File: src/rtl/fsml_stream_controller_if.sv
// Word/result handshake and serial detector link between host, controller and fsml detector.
interface fsml_stream_controller_if #(
  parameter int unsigned WORD_W = 8,
  parameter int unsigned CNT_W  = 4
);
  logic              In_valid;
  logic              In_ready;
  logic [WORD_W-1:0] In_data;
  logic              Ser_out;
  logic              Ser_valid;
  logic              Det_rst;
  logic              Det_in;
  logic              Res_valid;
  logic              Res_ready;
  logic [CNT_W-1:0]  Res_count;
  logic              Res_any;

  // Host/detector side of the link
  modport master (
    output In_valid, In_data, Res_ready, Det_in,
    input  In_ready, Ser_out, Ser_valid, Det_rst, Res_valid, Res_count, Res_any
  );

  // Controller side of the link
  modport slave (
    input  In_valid, In_data, Res_ready, Det_in,
    output In_ready, Ser_out, Ser_valid, Det_rst, Res_valid, Res_count, Res_any
  );
endinterface

File: src/rtl/fsml_stream_controller.sv
// Serializes host words MSB-first into the fsml detector and reports per-word match counts.
// Optional macro FSML_DET_CLEAR_EN: one CLR cycle after accept pulses Det_rst so each word starts clean.
module fsml_stream_controller #(
  parameter int unsigned WORD_W  = 8,
  parameter int unsigned CNT_W   = 4,
  parameter int unsigned DET_LAT = 1
) (
  input  logic Clock,
  input  logic Reset,
  fsml_stream_controller_if.slave bus
);

  localparam int unsigned WIN_W      = $clog2(WORD_W + DET_LAT + 1);
  localparam int unsigned SHIFT_LAST = WORD_W - 1;
  localparam int unsigned DRAIN_LAST = WORD_W + DET_LAT - 1;
  localparam logic [CNT_W-1:0] CNT_MAX = '1;

`ifdef FSML_DET_CLEAR_EN
  typedef enum logic [2:0] {IDLE, CLR, SHIFT, DRAIN, REPORT} state_t;
`else
  typedef enum logic [1:0] {IDLE, SHIFT, DRAIN, REPORT} state_t;
`endif

  state_t            state_q, state_d;
  logic [WORD_W-1:0] shreg_q, shreg_d;
  logic [WIN_W-1:0]  win_q, win_d;
  logic [CNT_W-1:0]  acc_q, acc_d;
  logic [CNT_W-1:0]  res_count_q;
  logic              res_any_q;
  logic              res_valid_q;
  logic              in_ready_q;
  logic              ser_out_q;
  logic              ser_valid_q;
  logic              in_window;
  logic              report_load;

  // Next-state, datapath and next-output decode
  always_comb begin
    state_d   = state_q;
    shreg_d   = shreg_q;
    win_d     = win_q;
    acc_d     = acc_q;
    in_window = 1'b0;

    case (state_q)
      IDLE: begin
        if (bus.In_valid && in_ready_q) begin
          shreg_d = bus.In_data;
          win_d   = '0;
          acc_d   = '0;
`ifdef FSML_DET_CLEAR_EN
          state_d = CLR;
`else
          state_d = SHIFT;
`endif
        end
      end
`ifdef FSML_DET_CLEAR_EN
      CLR: state_d = SHIFT;
`endif
      SHIFT: begin
        shreg_d   = {shreg_q[WORD_W-2:0], 1'b0};
        win_d     = win_q + WIN_W'(1);
        in_window = (win_q >= WIN_W'(DET_LAT));
        if (win_q == WIN_W'(SHIFT_LAST)) state_d = DRAIN;
      end
      DRAIN: begin
        win_d     = win_q + WIN_W'(1);
        in_window = (win_q >= WIN_W'(DET_LAT));
        if (win_q == WIN_W'(DRAIN_LAST)) state_d = REPORT;
      end
      REPORT: begin
        if (bus.Res_ready) state_d = IDLE;
      end
      default: state_d = IDLE;
    endcase

    // Saturating match accumulator
    if (in_window && bus.Det_in && (acc_q != CNT_MAX)) acc_d = acc_q + CNT_W'(1);

    report_load = (state_d == REPORT) && (state_q != REPORT);
  end

  // State and output registers
  always_ff @(posedge Clock) begin
    if (Reset) begin
      state_q     <= IDLE;
      shreg_q     <= '0;
      win_q       <= '0;
      acc_q       <= '0;
      res_count_q <= '0;
      res_any_q   <= 1'b0;
      res_valid_q <= 1'b0;
      in_ready_q  <= 1'b0;
      ser_out_q   <= 1'b0;
      ser_valid_q <= 1'b0;
    end else begin
      state_q     <= state_d;
      shreg_q     <= shreg_d;
      win_q       <= win_d;
      acc_q       <= acc_d;
      res_valid_q <= (state_d == REPORT);
      in_ready_q  <= (state_d == IDLE);
      ser_valid_q <= (state_d == SHIFT);
      ser_out_q   <= (state_d == SHIFT) & shreg_d[WORD_W-1];
      if (report_load) begin
        res_count_q <= acc_d;
        res_any_q   <= (acc_d != '0);
      end
    end
  end

  assign bus.In_ready  = in_ready_q;
  assign bus.Ser_out   = ser_out_q;
  assign bus.Ser_valid = ser_valid_q;
  assign bus.Res_valid = res_valid_q;
  assign bus.Res_count = res_count_q;
  assign bus.Res_any   = res_any_q;

`ifdef FSML_DET_CLEAR_EN
  assign bus.Det_rst = Reset | (state_q == CLR);
`else
  assign bus.Det_rst = Reset;
`endif

endmodule

File: src/flat_wrapper.sv
// flat-port wrapper written by rule: the top's interface ports become plain ports
module fsml_stream_controller_flat 
#(
  parameter int unsigned WORD_W  = 8,
  parameter int unsigned CNT_W   = 4,
  parameter int unsigned DET_LAT = 1
)
  (Clock, Reset, bus_In_valid, bus_In_data, bus_Res_ready, bus_Det_in, bus_In_ready, bus_Ser_out, bus_Ser_valid, bus_Det_rst, bus_Res_valid, bus_Res_count, bus_Res_any);
  fsml_stream_controller_if #(.WORD_W(WORD_W), .CNT_W(CNT_W)) bus_i ();
  input  logic Clock;
  input  logic Reset;
  input wire logic [$bits(bus_i.In_valid)-1:0] bus_In_valid;
  input wire logic [$bits(bus_i.In_data)-1:0] bus_In_data;
  input wire logic [$bits(bus_i.Res_ready)-1:0] bus_Res_ready;
  input wire logic [$bits(bus_i.Det_in)-1:0] bus_Det_in;
  output wire logic [$bits(bus_i.In_ready)-1:0] bus_In_ready;
  output wire logic [$bits(bus_i.Ser_out)-1:0] bus_Ser_out;
  output wire logic [$bits(bus_i.Ser_valid)-1:0] bus_Ser_valid;
  output wire logic [$bits(bus_i.Det_rst)-1:0] bus_Det_rst;
  output wire logic [$bits(bus_i.Res_valid)-1:0] bus_Res_valid;
  output wire logic [$bits(bus_i.Res_count)-1:0] bus_Res_count;
  output wire logic [$bits(bus_i.Res_any)-1:0] bus_Res_any;
  assign bus_i.In_valid = bus_In_valid;
  assign bus_i.In_data = bus_In_data;
  assign bus_i.Res_ready = bus_Res_ready;
  assign bus_i.Det_in = bus_Det_in;
  assign bus_In_ready = bus_i.In_ready;
  assign bus_Ser_out = bus_i.Ser_out;
  assign bus_Ser_valid = bus_i.Ser_valid;
  assign bus_Det_rst = bus_i.Det_rst;
  assign bus_Res_valid = bus_i.Res_valid;
  assign bus_Res_count = bus_i.Res_count;
  assign bus_Res_any = bus_i.Res_any;
  fsml_stream_controller #(.WORD_W(WORD_W), .CNT_W(CNT_W), .DET_LAT(DET_LAT)) u_core (.Clock(Clock), .Reset(Reset), .bus(bus_i));
endmodule
File: config.mk
export PLATFORM = sky130hd
export DESIGN_NAME = fsml_stream_controller_flat
export DESIGN_NICKNAME = d
export VERILOG_FILES = /design/src/rtl/fsml_stream_controller_if.sv /design/src/rtl/fsml_stream_controller.sv /design/src/flat_wrapper.sv
export SDC_FILE = /design/constraint.sdc
export NUM_CORES = 1
export LEC_CHECK = 0
export CAP_MARGIN = 25
export CORE_ASPECT_RATIO = 0.5
export CORE_UTILIZATION = 52
export CTS_CLUSTER_SIZE = 28
export DETAILED_ROUTE_END_ITERATION = 12
export PLACE_DENSITY = 0.88
export RECOVER_POWER = 50
export SLEW_MARGIN = 20
export SYNTH_ARGS = -nofsm -noshare
export SYNTH_HDL_FRONTEND = slang
export SYNTH_SLANG_ARGS = --single-unit
File: constraint.sdc
create_clock -name Clock -period 2.9 [get_ports Clock]
set_clock_uncertainty 0.1 [all_clocks]
set_input_delay 0.435 -clock Clock [delete_from_list [all_inputs] [get_ports Clock]]
set_output_delay 0.435 -clock Clock [all_outputs]
set_load 0.005 [all_outputs]
-- Yosys cells after proc, flatten, opt, wreduce, memory -nomap -nowiden
Index checks and enable logic that the tools add are counted.
Widths: inputs -> output; s select.
- register bits: 27
- output and inout port bits: 10
- $add $sub $neg: 2
- magnitude comparators: 1
- eq/ne operators: 10
- muxes and demuxes: 13
- bitwise gates (word level): 1
- reductions and logical operators: 12
- operator list (cell ; number):
    $mux 4 ; 4
    $pmux 8 s2 ; 1
    $add 4x1->4 const B ; 2
    $mux 2 ; 4
    $mux 8 ; 1
    $pmux 2 s4 ; 1
    $pmux 4 s2 ; 1
    $eq 2x2->1 const B ; 3
    $eq 2x1->1 const B ; 2
    $eq 4x3->1 const B ; 1
    $eq 4x4->1 const B ; 1
    $ge 4x1->1 const B ; 1
    $logic_and 1x1->1 ; 4
    $logic_not 2->1 ; 2
    $ne 4x4->1 const B ; 1
    $reduce_and 2->1 ; 2
    $reduce_bool 2->1 ; 2
    $reduce_bool 4->1 ; 1
    $ne 2x1->1 const B ; 1
    $ne 2x2->1 const B ; 1
    $reduce_or 2->1 ; 1
    $and 1x1->1 ; 1
    $mux 1 ; 1

-- Logic depth before layout (Yosys ltp)
Gate-level depths: netlist of the first run.
- depth after elaboration: 7
- depth in mapped cells: 9
- gate-level depth less buffers: 7

-- Worst setup path after synthesis of the first run
No wires, ideal clock.
- path kind: register to register
- start: reg u_core.state_q[0]
- end: reg u_core.res_any_q (netlist: u_core.bus.Res_any)
- arrival time: 1827 ps
- path slack: 839 ps
- cell stages (with the launch flop): 9
- path buffers: 1
- path through: dfxtp_1 > inv_1 > ha_1 > a21boi_2 > a22o_1 > or2_1 > buf_4 > nor4_4 > a211oi_1
- cells in the longest elaborated chain, start to end: 7
- RTL lines (element ; line ; source):
    start, declared ; fsml_stream_controller.sv:24 ; state_t state_q, state_d;
    start signal, assigned ; fsml_stream_controller.sv:98 ; state_q <= state_d;
    $eq 2x1->1 / $eq 2x2->1 (equally long branches) ; fsml_stream_controller.sv:45 ; case (state_q)
    $reduce_or 2->1 (no source line) ; - ;
    $mux 1 ; - ;
    $logic_and 1x1->1 (2 in series) ; fsml_stream_controller.sv:79 ; if (in_window && bus.Det_in && (acc_q != CNT_MAX)) acc_d = acc_q + CNT_W'(1);
    $mux 4 ; fsml_stream_controller.sv:79 ;
    $reduce_bool 4->1 ; fsml_stream_controller.sv:108 ; res_any_q <= (acc_d != '0);
    end signal, assigned ; fsml_stream_controller.sv:108 ;
    end, declared ; fsml_stream_controller.sv:29 ; logic res_any_q;
Parallel ways exist; a longest one is shown, timed or not.
A chain may end at the register's enable or synchronous reset.

-- Worst setup path after layout of the first run
Same ends and word-level chain as after synthesis.

==> results.tsv, run 1 <==
stage	metric	value	unit
status	status	finished clean	
flow_run	max_cap viols	0	
clock_network	CTS tree	built	
min_path	Hold WC Path Type	reg2reg	
drt	post-route ant nets	0	
global_route	total track usage	21.1	%
setup_path	R2R Path Start	u_core.state_q[0]$_SDFF_PP0_	
drt	# DRC	0	
timing	Max Transition Viols Final	0	
setup_path	Worst R2R Setup Slack	0.39	ns
synthesis	Yosys reg bits	27	
synthesis	ys flop type	dfxtp_1	
setup_path	WP depth	7	
clock_network	clk root buf	clkbuf_8	
timing	fin crit period	2.51	ns
setup_path	Worst Path Buf+Inv	1	
drt	final wirelength	2920	µm
timing	max frequency	399	MHz
clock_network	Worst-path clk slew	0.10	ns
die	Core Box Area	2620	µm²
power	final total power	1.01	mW
timing	RSZ-0062 raised after global routing	false	
clock_network	CTS Buf Count	3	
synthesis	post-synth net total	181	
power	P per Cell Area	586	nW/µm²
die	Die ar.	3010	µm²
drt	Initial DRT Pass Iterations	4	
layout	NumNets Final	201	
setup_path	WP data arrival	2.60	ns
synthesis	Synth Instances	160	
die	DIE HEIGHT	39.3	µm
power	peak supply drop	280	µV
timing	setup TNS	0	ns
power	cell leakage power	0.694	nW
synthesis	share of async-settable or async-resettable flops after synthesis	0	%
placement	IO buf count	22	
layout	final non-filler cell total	216	
placement	Cells after DPL	212	
global_route	largest net degree at the start of global routing	27	
timing	Final Hold Viols	0	
synthesis	synthesized area per cell	9.04	µm²
setup_path	CP Capture Point	u_core.bus.Res_any$_SDFFE_PP0P_	
setup_path	type of destination of the critical path	flop	
clock_network	clk sinks	27	
clock_network	maximum clock insertion buffer count	2	
global_route	GRT overflow	0	
setup_path	nature of the critical path startpoint	flop	
drt	vias	1236	
layout	ant diodes	0	
clock_network	hold_buf cts	0	
setup_path	Top delay family on crit path	compound AO/OA/AOI/OAI gates	
clock_network	postcts setup bufs	0	
global_route	initial antenna violation count	0	
layout	ratio of cells with drive above 1 in the final layout	9.50	%
setup_path	R2R depth	7	
setup_path	worst r2r dst	u_core.bus.Res_any$_SDFFE_PP0P_	
setup_path	critical path launch point	u_core.state_q[0]$_SDFF_PP0_	
placement	dpl cell area	1680	µm²
die	Site Rows	13	
clock_network	# resized after CTS	0	
drt	initial detailed-routing violation count	73	
global_route	global-route wire length before repair	4830	µm
drt	wire per inst	13.5	µm
global_route	vias in the first global route	1062	
setup_path	crit-path max cell delay	0.49	ns
setup_path	crit-path max FO	15	
layout	fin area	1730	µm²
die	Chip Width	76.6	µm
clock_network	later-pin clock latency in the skew report	0.28	ns
placement	routability cong.	0.904	
placement	hpwl dp	2070	µm
layout	Util after Layout	65.9	%
timing	Worst-Margin Slew	0.526	ns
synthesis	Mapped Area	1450	µm²
synthesis	warnings from Yosys	0	
synthesis	post-synthesis cell type count	47	
setup_path	Critical Path, Cell by Cell	inv_1 > ha_1 > a21boi_2 > a22o_1 > or2_1 > nor4_4 > a211oi_1	
timing	crit share post-route	86.4	%
die	Initial Util	55.2	%
layout	Area Overhead vs Synth	19.3	%
synthesis	post-synthesis sequential area ratio	37.4	%
die	I/O pins	23	
timing	Slew HR	65.0	%
timing	setup violators final	0	
setup_path	Crit-path slowest cell	ha_1	
clock_network	H-Tree Depth	1	
setup_path	critical path type	reg2reg	
synthesis	EDFF count, synth	0	
setup_path	Worst Path Required	2.99	ns
drt	post-DR vias/cell	5.72	
-- metal layers --
layer,vias up,part of all wire [%],GRT usage (%)
met4,0,1.9,8.65
met1,580,48,26.9
met5,-,0,0
met2,36,44,34.5
met3,6,6.1,6.28
li1,614,-,-
-- cell type report --
cell class | instances | area, µm²
Clock inverter | 1 | 8.76
Timing Repair Buffer | 23 | 228
Inverter | 8 | 31.3
Tap cell | 37 | 46.3
Fill cell | 215 | 893
Clock buffer | 3 | 41.3
Multi-Input combinational cell | 117 | 830
Sequential cell | 27 | 541
-- layout by cell type (no fill, tap or decap), types with 3 or more instances in the layout --
cell,Yosys,routed
nand2_1,7,7
inv_1,6,7
o21ai_0,3,3
nor2b_1,5,5
dfxtp_1,27,27
clkdlybuf4s50_1,0,12
clkbuf_8,0,3
nor3_1,5,5
dlygate4sd3_1,0,10
a21oi_1,15,15
a22oi_1,9,9
ha_1,8,8
nor2_1,25,25
-- registers in the layout, indices dropped and copies added, names as in the netlist --
register / count
u_core.shreg_q: 8
u_core.acc_q: 4
u_core.bus.Res_count: 4
u_core.win_q: 4
u_core.state_q: 2
u_core.bus.In_ready: 1
u_core.bus.Res_any: 1
u_core.bus.Res_valid: 1
u_core.bus.Ser_out: 1
u_core.bus.Ser_valid: 1
-- worst reg2reg max path: stages, from the launching register on --
cell      delay (ns)
dfxtp_1         0.35
inv_1           0.12
ha_1            0.49
a21boi_2        0.46
a22o_1          0.30
or2_1           0.30
nor4_4          0.08
a211oi_1        0.23
-- report_power, final --
part | total (mW) | switching (mW) | internal (mW) | leakage, nW
sequential | 0.449 | 0.0321 | 0.417 | 0.219
clock | 0.222 | 0.121 | 0.101 | 0.0261
combinational | 0.341 | 0.207 | 0.134 | 0.449
total | 1.01 | 0.360 | 0.652 | 0.694
-- per-stage QoR --
step / worst slack [ns] / hold WS (ns)
finish: 0.394 / 0.402
global route: 0.136 / 0.436
CTS: 0.395 / 0.403
detailed placement: 0.467 / 0.382
global placement: 0.554 / 0.376
floorplan: 0.839 / 0.354
-- synth_stat cells (2+ instances only) --
library cell	number	area, µm²
dfxtp_1	27	541
nor2_1	25	93.8
a21oi_1	15	75.1
a22oi_1	9	67.6
ha_1	8	100
nand2_1	7	26.3
inv_1	6	22.5
nor2b_1	5	31.3
nor3_1	5	25.0
buf_2	3	15.0
buf_4	3	22.5
o21ai_0	3	15.0
a311oi_1	2	17.5
and2_1	2	12.5
and3_1	2	12.5
clkbuf_1	2	7.51
mux2i_1	2	20.0
nand3_1	2	10.0
nor4_1	2	12.5
o311ai_0	2	17.5
or2_1	2	12.5
-- logic make-up after synthesis --
family	Yosys count	synth area share (%)
AOI/OAI and AO/OA	44	24.1
xor gates and xnor gates	1	0.606
adders and majority gates	8	6.92
buffers and inverters	16	5.28
DFF	27	37.4
muxes	3	2.16
and+or+nand+nor	61	23.5
-- worst min path at each step --
stage / startpoint / to / slack, ns / depth (start not counted)
6_report: u_core.shreg_q[2]$_SDFFE_PP0P_ / u_core.shreg_q[2]$_SDFFE_PP0P_ / 0.40 / 2
5_1_grt: u_core.shreg_q[0]$_SDFFE_PP0P_ / u_core.shreg_q[0]$_SDFFE_PP0P_ / 0.44 / 2
4_1_cts: u_core.shreg_q[2]$_SDFFE_PP0P_ / u_core.shreg_q[2]$_SDFFE_PP0P_ / 0.40 / 2
3_5_place_dp: u_core.shreg_q[2]$_SDFFE_PP0P_ / u_core.shreg_q[2]$_SDFFE_PP0P_ / 0.38 / 2
3_3_place_gp: u_core.shreg_q[3]$_SDFFE_PP0P_ / u_core.shreg_q[3]$_SDFFE_PP0P_ / 0.38 / 2
2_1_floorplan: u_core.shreg_q[6]$_SDFFE_PP0P_ / u_core.shreg_q[6]$_SDFFE_PP0P_ / 0.35 / 2
(Power assumes the default switching activity.)
==> run 2, diff against run 1 <==
--- a/config.mk
+++ b/config.mk
@@ -7,6 +7,7 @@
 export LEC_CHECK = 0
 export CAP_MARGIN = 25
 export CORE_ASPECT_RATIO = 0.5
+export CORE_MARGIN = 2
 export CORE_UTILIZATION = 52
 export CTS_CLUSTER_SIZE = 28
 export DETAILED_ROUTE_END_ITERATION = 12
==> run 2 against run 1 <==
Effect of this change:
- cell count did not move
- worst setup slack got worse by 0.0030 ns
- critical endpoint is now u_core.bus.Res_count[1]$_SDFFE_PP0P_
- highest routed layer unchanged
- cell area fell by 0.22%
- flip-flop and latch count did not move
==> results.tsv, run 2 (synthesized netlist as in run 1, its figures left out) <==
stage	metric	value	unit	change
power	final total power	1.00	mW	was 1.01 mW
power	P per Cell Area	582	nW/µm²	was 586 nW/µm²
drt	vias	1214		was 1236
setup_path	crit-path max cell delay	0.51	ns	was 0.49 ns
placement	IO buf count	22		unchanged
setup_path	Worst Path Required	2.98	ns	was 2.99 ns
layout	ratio of cells with drive above 1 in the final layout	8.94	%	was 9.50%
die	Die ar.	3250	µm²	was 3010 µm²
die	Chip Width	78.6	µm	was 76.6 µm
die	Site Rows	13		unchanged
setup_path	crit-path max FO	15		unchanged
clock_network	hold_buf cts	0		unchanged
min_path	Hold Startpoint	u_core.shreg_q[1]$_SDFFE_PP0P_		was u_core.shreg_q[2]$_SDFFE_PP0P_
drt	initial detailed-routing violation count	73		unchanged
setup_path	R2R Path Start	u_core.state_q[0]$_SDFF_PP0_		unchanged
power	cell leakage power	0.698	nW	was 0.694 nW
clock_network	# resized after CTS	0		unchanged
global_route	largest net degree at the start of global routing	27		unchanged
clock_network	maximum clock insertion buffer count	2		unchanged
drt	Initial DRT Pass Iterations	4		unchanged
timing	RSZ-0062 raised after global routing	false		unchanged
layout	fill count	213		was 215
timing	setup violators final	0		unchanged
flow_run	max_cap viols	0		unchanged
drt	post-route ant nets	0		unchanged
min_path	Worst Hold End	u_core.shreg_q[1]$_SDFFE_PP0P_		was u_core.shreg_q[2]$_SDFFE_PP0P_
setup_path	critical path type	reg2reg		unchanged
timing	Final Hold Viols	0		unchanged
clock_network	Worst-path clk slew	0.09	ns	was 0.10 ns
die	DIE HEIGHT	41.3	µm	was 39.3 µm
layout	sequential cell area	541	µm²	unchanged
die	I/O pins	23		unchanged
status	status	finished clean		unchanged
setup_path	Critical Path, Cell by Cell	inv_1 > ha_1 > a21bo_1 > o32a_1 > a211oi_4 > a21oi_1 > a311oi_1		was inv_1 > ha_1 > a21boi_2 > a22o_1 > or2_1 > nor4_4 > a211oi_1
clock_network	clk root buf	clkbuf_8		unchanged
timing	crit share post-route	86.5	%	was 86.4%
timing	Slew HR	63.6	%	was 65.0%
placement	routability cong.	0.850		was 0.904
global_route	GRT overflow	0		unchanged
setup_path	Crit-path slowest cell	ha_1		unchanged
layout	Area Overhead vs Synth	19.0	%	was 19.3%
setup_path	R2R depth	7		unchanged
setup_path	type of destination of the critical path	flop		unchanged
min_path	Worst Hold Path Cells	2		unchanged
die	Core Box Area	2620	µm²	unchanged
timing	Worst-Margin Slew	0.547	ns	was 0.526 ns
global_route	total track usage	19.5	%	was 21.1%
timing	max frequency	398	MHz	was 399 MHz
clock_network	later-pin clock latency in the skew report	0.27	ns	was 0.28 ns
clock_network	clk sinks	27		unchanged
power	peak supply drop	276	µV	was 280 µV
min_path	Hold WC Path Type	reg2reg		unchanged
timing	fin crit period	2.51	ns	about the same
drt	post-DR vias/cell	5.62		was 5.72
drt	wire per inst	13.4	µm	was 13.5 µm
layout	ant diodes	0		unchanged
layout	max FFs per register	8		unchanged
clock_network	postcts setup bufs	0		unchanged
global_route	initial antenna violation count	0		unchanged
setup_path	WP data arrival	2.59	ns	was 2.60 ns
clock_network	CTS Buf Count	3		unchanged
drt	# DRC	0		unchanged
layout	largest register by flop count	u_core.shreg_q		unchanged
drt	final wirelength	2900	µm	was 2920 µm
placement	hpwl dp	2080	µm	was 2070 µm
layout	multi-input logic area	830	µm²	unchanged
global_route	global-route wire length before repair	4730	µm	was 4830 µm
setup_path	Worst R2R Setup Slack	0.39	ns	about the same
layout	Util after Layout	65.7	%	was 65.9%
clock_network	CTS tree	built		unchanged
setup_path	nature of the critical path startpoint	flop		unchanged
die	Initial Util	55.2	%	unchanged
global_route	vias in the first global route	1068		was 1062
setup_path	worst r2r dst	u_core.bus.Res_count[1]$_SDFFE_PP0P_		was u_core.bus.Res_any$_SDFFE_PP0P_
layout	commonest non-fill, non-tap cell in the layout	dfxtp_1		unchanged
layout	NumNets Final	201		unchanged
timing	Max Transition Viols Final	0		unchanged
clock_network	H-Tree Depth	1		unchanged
layout	most frequent cells in the layout	27 x dfxtp_1, 25 x nor2_1, 15 x a21oi_1, 12 x clkdlybuf4s50_1, 10 x dlygate4sd3_1		unchanged
timing	setup TNS	0	ns	unchanged
## run 2: worst max-delay path, delay by kind of cell, from the launching register on
family | cells | cell delay, ns
adder cells (fa/ha/maj) | 1 | 0.51
flip-flops | 1 | 0.36
buffers and inverters | 1 | 0.11
AO/OA/AOI/OAI | 5 | 1.34
## run 2: worst max path at each step
| stage | startpoint | to | slack (ns) | cells after the start |
|---|---|---|---|---|
| floorplan | u_core.state_q[0]$_SDFF_PP0_ | u_core.bus.Res_any$_SDFFE_PP0P_ | 0.84 | 8 |
| global placement | u_core.state_q[0]$_SDFF_PP0_ | u_core.bus.Res_any$_SDFFE_PP0P_ | 0.54 | 7 |
| detailed placement | u_core.state_q[0]$_SDFF_PP0_ | u_core.bus.Res_count[1]$_SDFFE_PP0P_ | 0.44 | 7 |
| CTS | u_core.state_q[1]$_SDFF_PP0_ | u_core.bus.Res_count[1]$_SDFFE_PP0P_ | 0.41 | 7 |
| global route | u_core.state_q[1]$_SDFF_PP0_ | u_core.bus.Res_count[1]$_SDFFE_PP0P_ | 0.24 | 7 |
| finish | u_core.state_q[0]$_SDFF_PP0_ | u_core.bus.Res_count[1]$_SDFFE_PP0P_ | 0.39 | 7 |
## run 2: per-stage QoR
step / cell area, µm² / hold slack (ns) / cells / setup slack [ns]
after floorplan: 1450 / 0.354 / 160 / 0.839
after global placement: 1680 / 0.369 / 212 / 0.538
after detailed placement: 1680 / 0.381 / 212 / 0.445
after CTS: 1720 / 0.404 / 216 / 0.411
after global routing: 1720 / 0.425 / 216 / 0.237
final: 1720 / 0.399 / 216 / 0.391
## run 2: power by group
| group | internal, mW | switching (mW) | leakage [nW] |
|---|---|---|---|
| clock network | 0.0964 | 0.120 | 0.0255 |
| logic | 0.133 | 0.203 | 0.454 |
| registers | 0.417 | 0.0325 | 0.219 |
| total | 0.646 | 0.356 | 0.698 |
## run 2: layer usage
layer	vias to the layer above	global-route usage, %	part of all wire (%)
li1	619	-	-
met1	564	24.7	50
met2	29	34.0	44
met3	2	5.17	4.9
met4	0	6.58	0.93
met5	-	0	0
## run 2: layout make-up
class | count | area share (%)
inverter | 8 | 1.82
timing repair buffer | 23 | 13.2
sequential | 27 | 31.4
multi-input combinational | 117 | 48.2
clock buffer | 3 | 2.40
clock inverter | 1 | 0.291
tap | 37 | 2.69
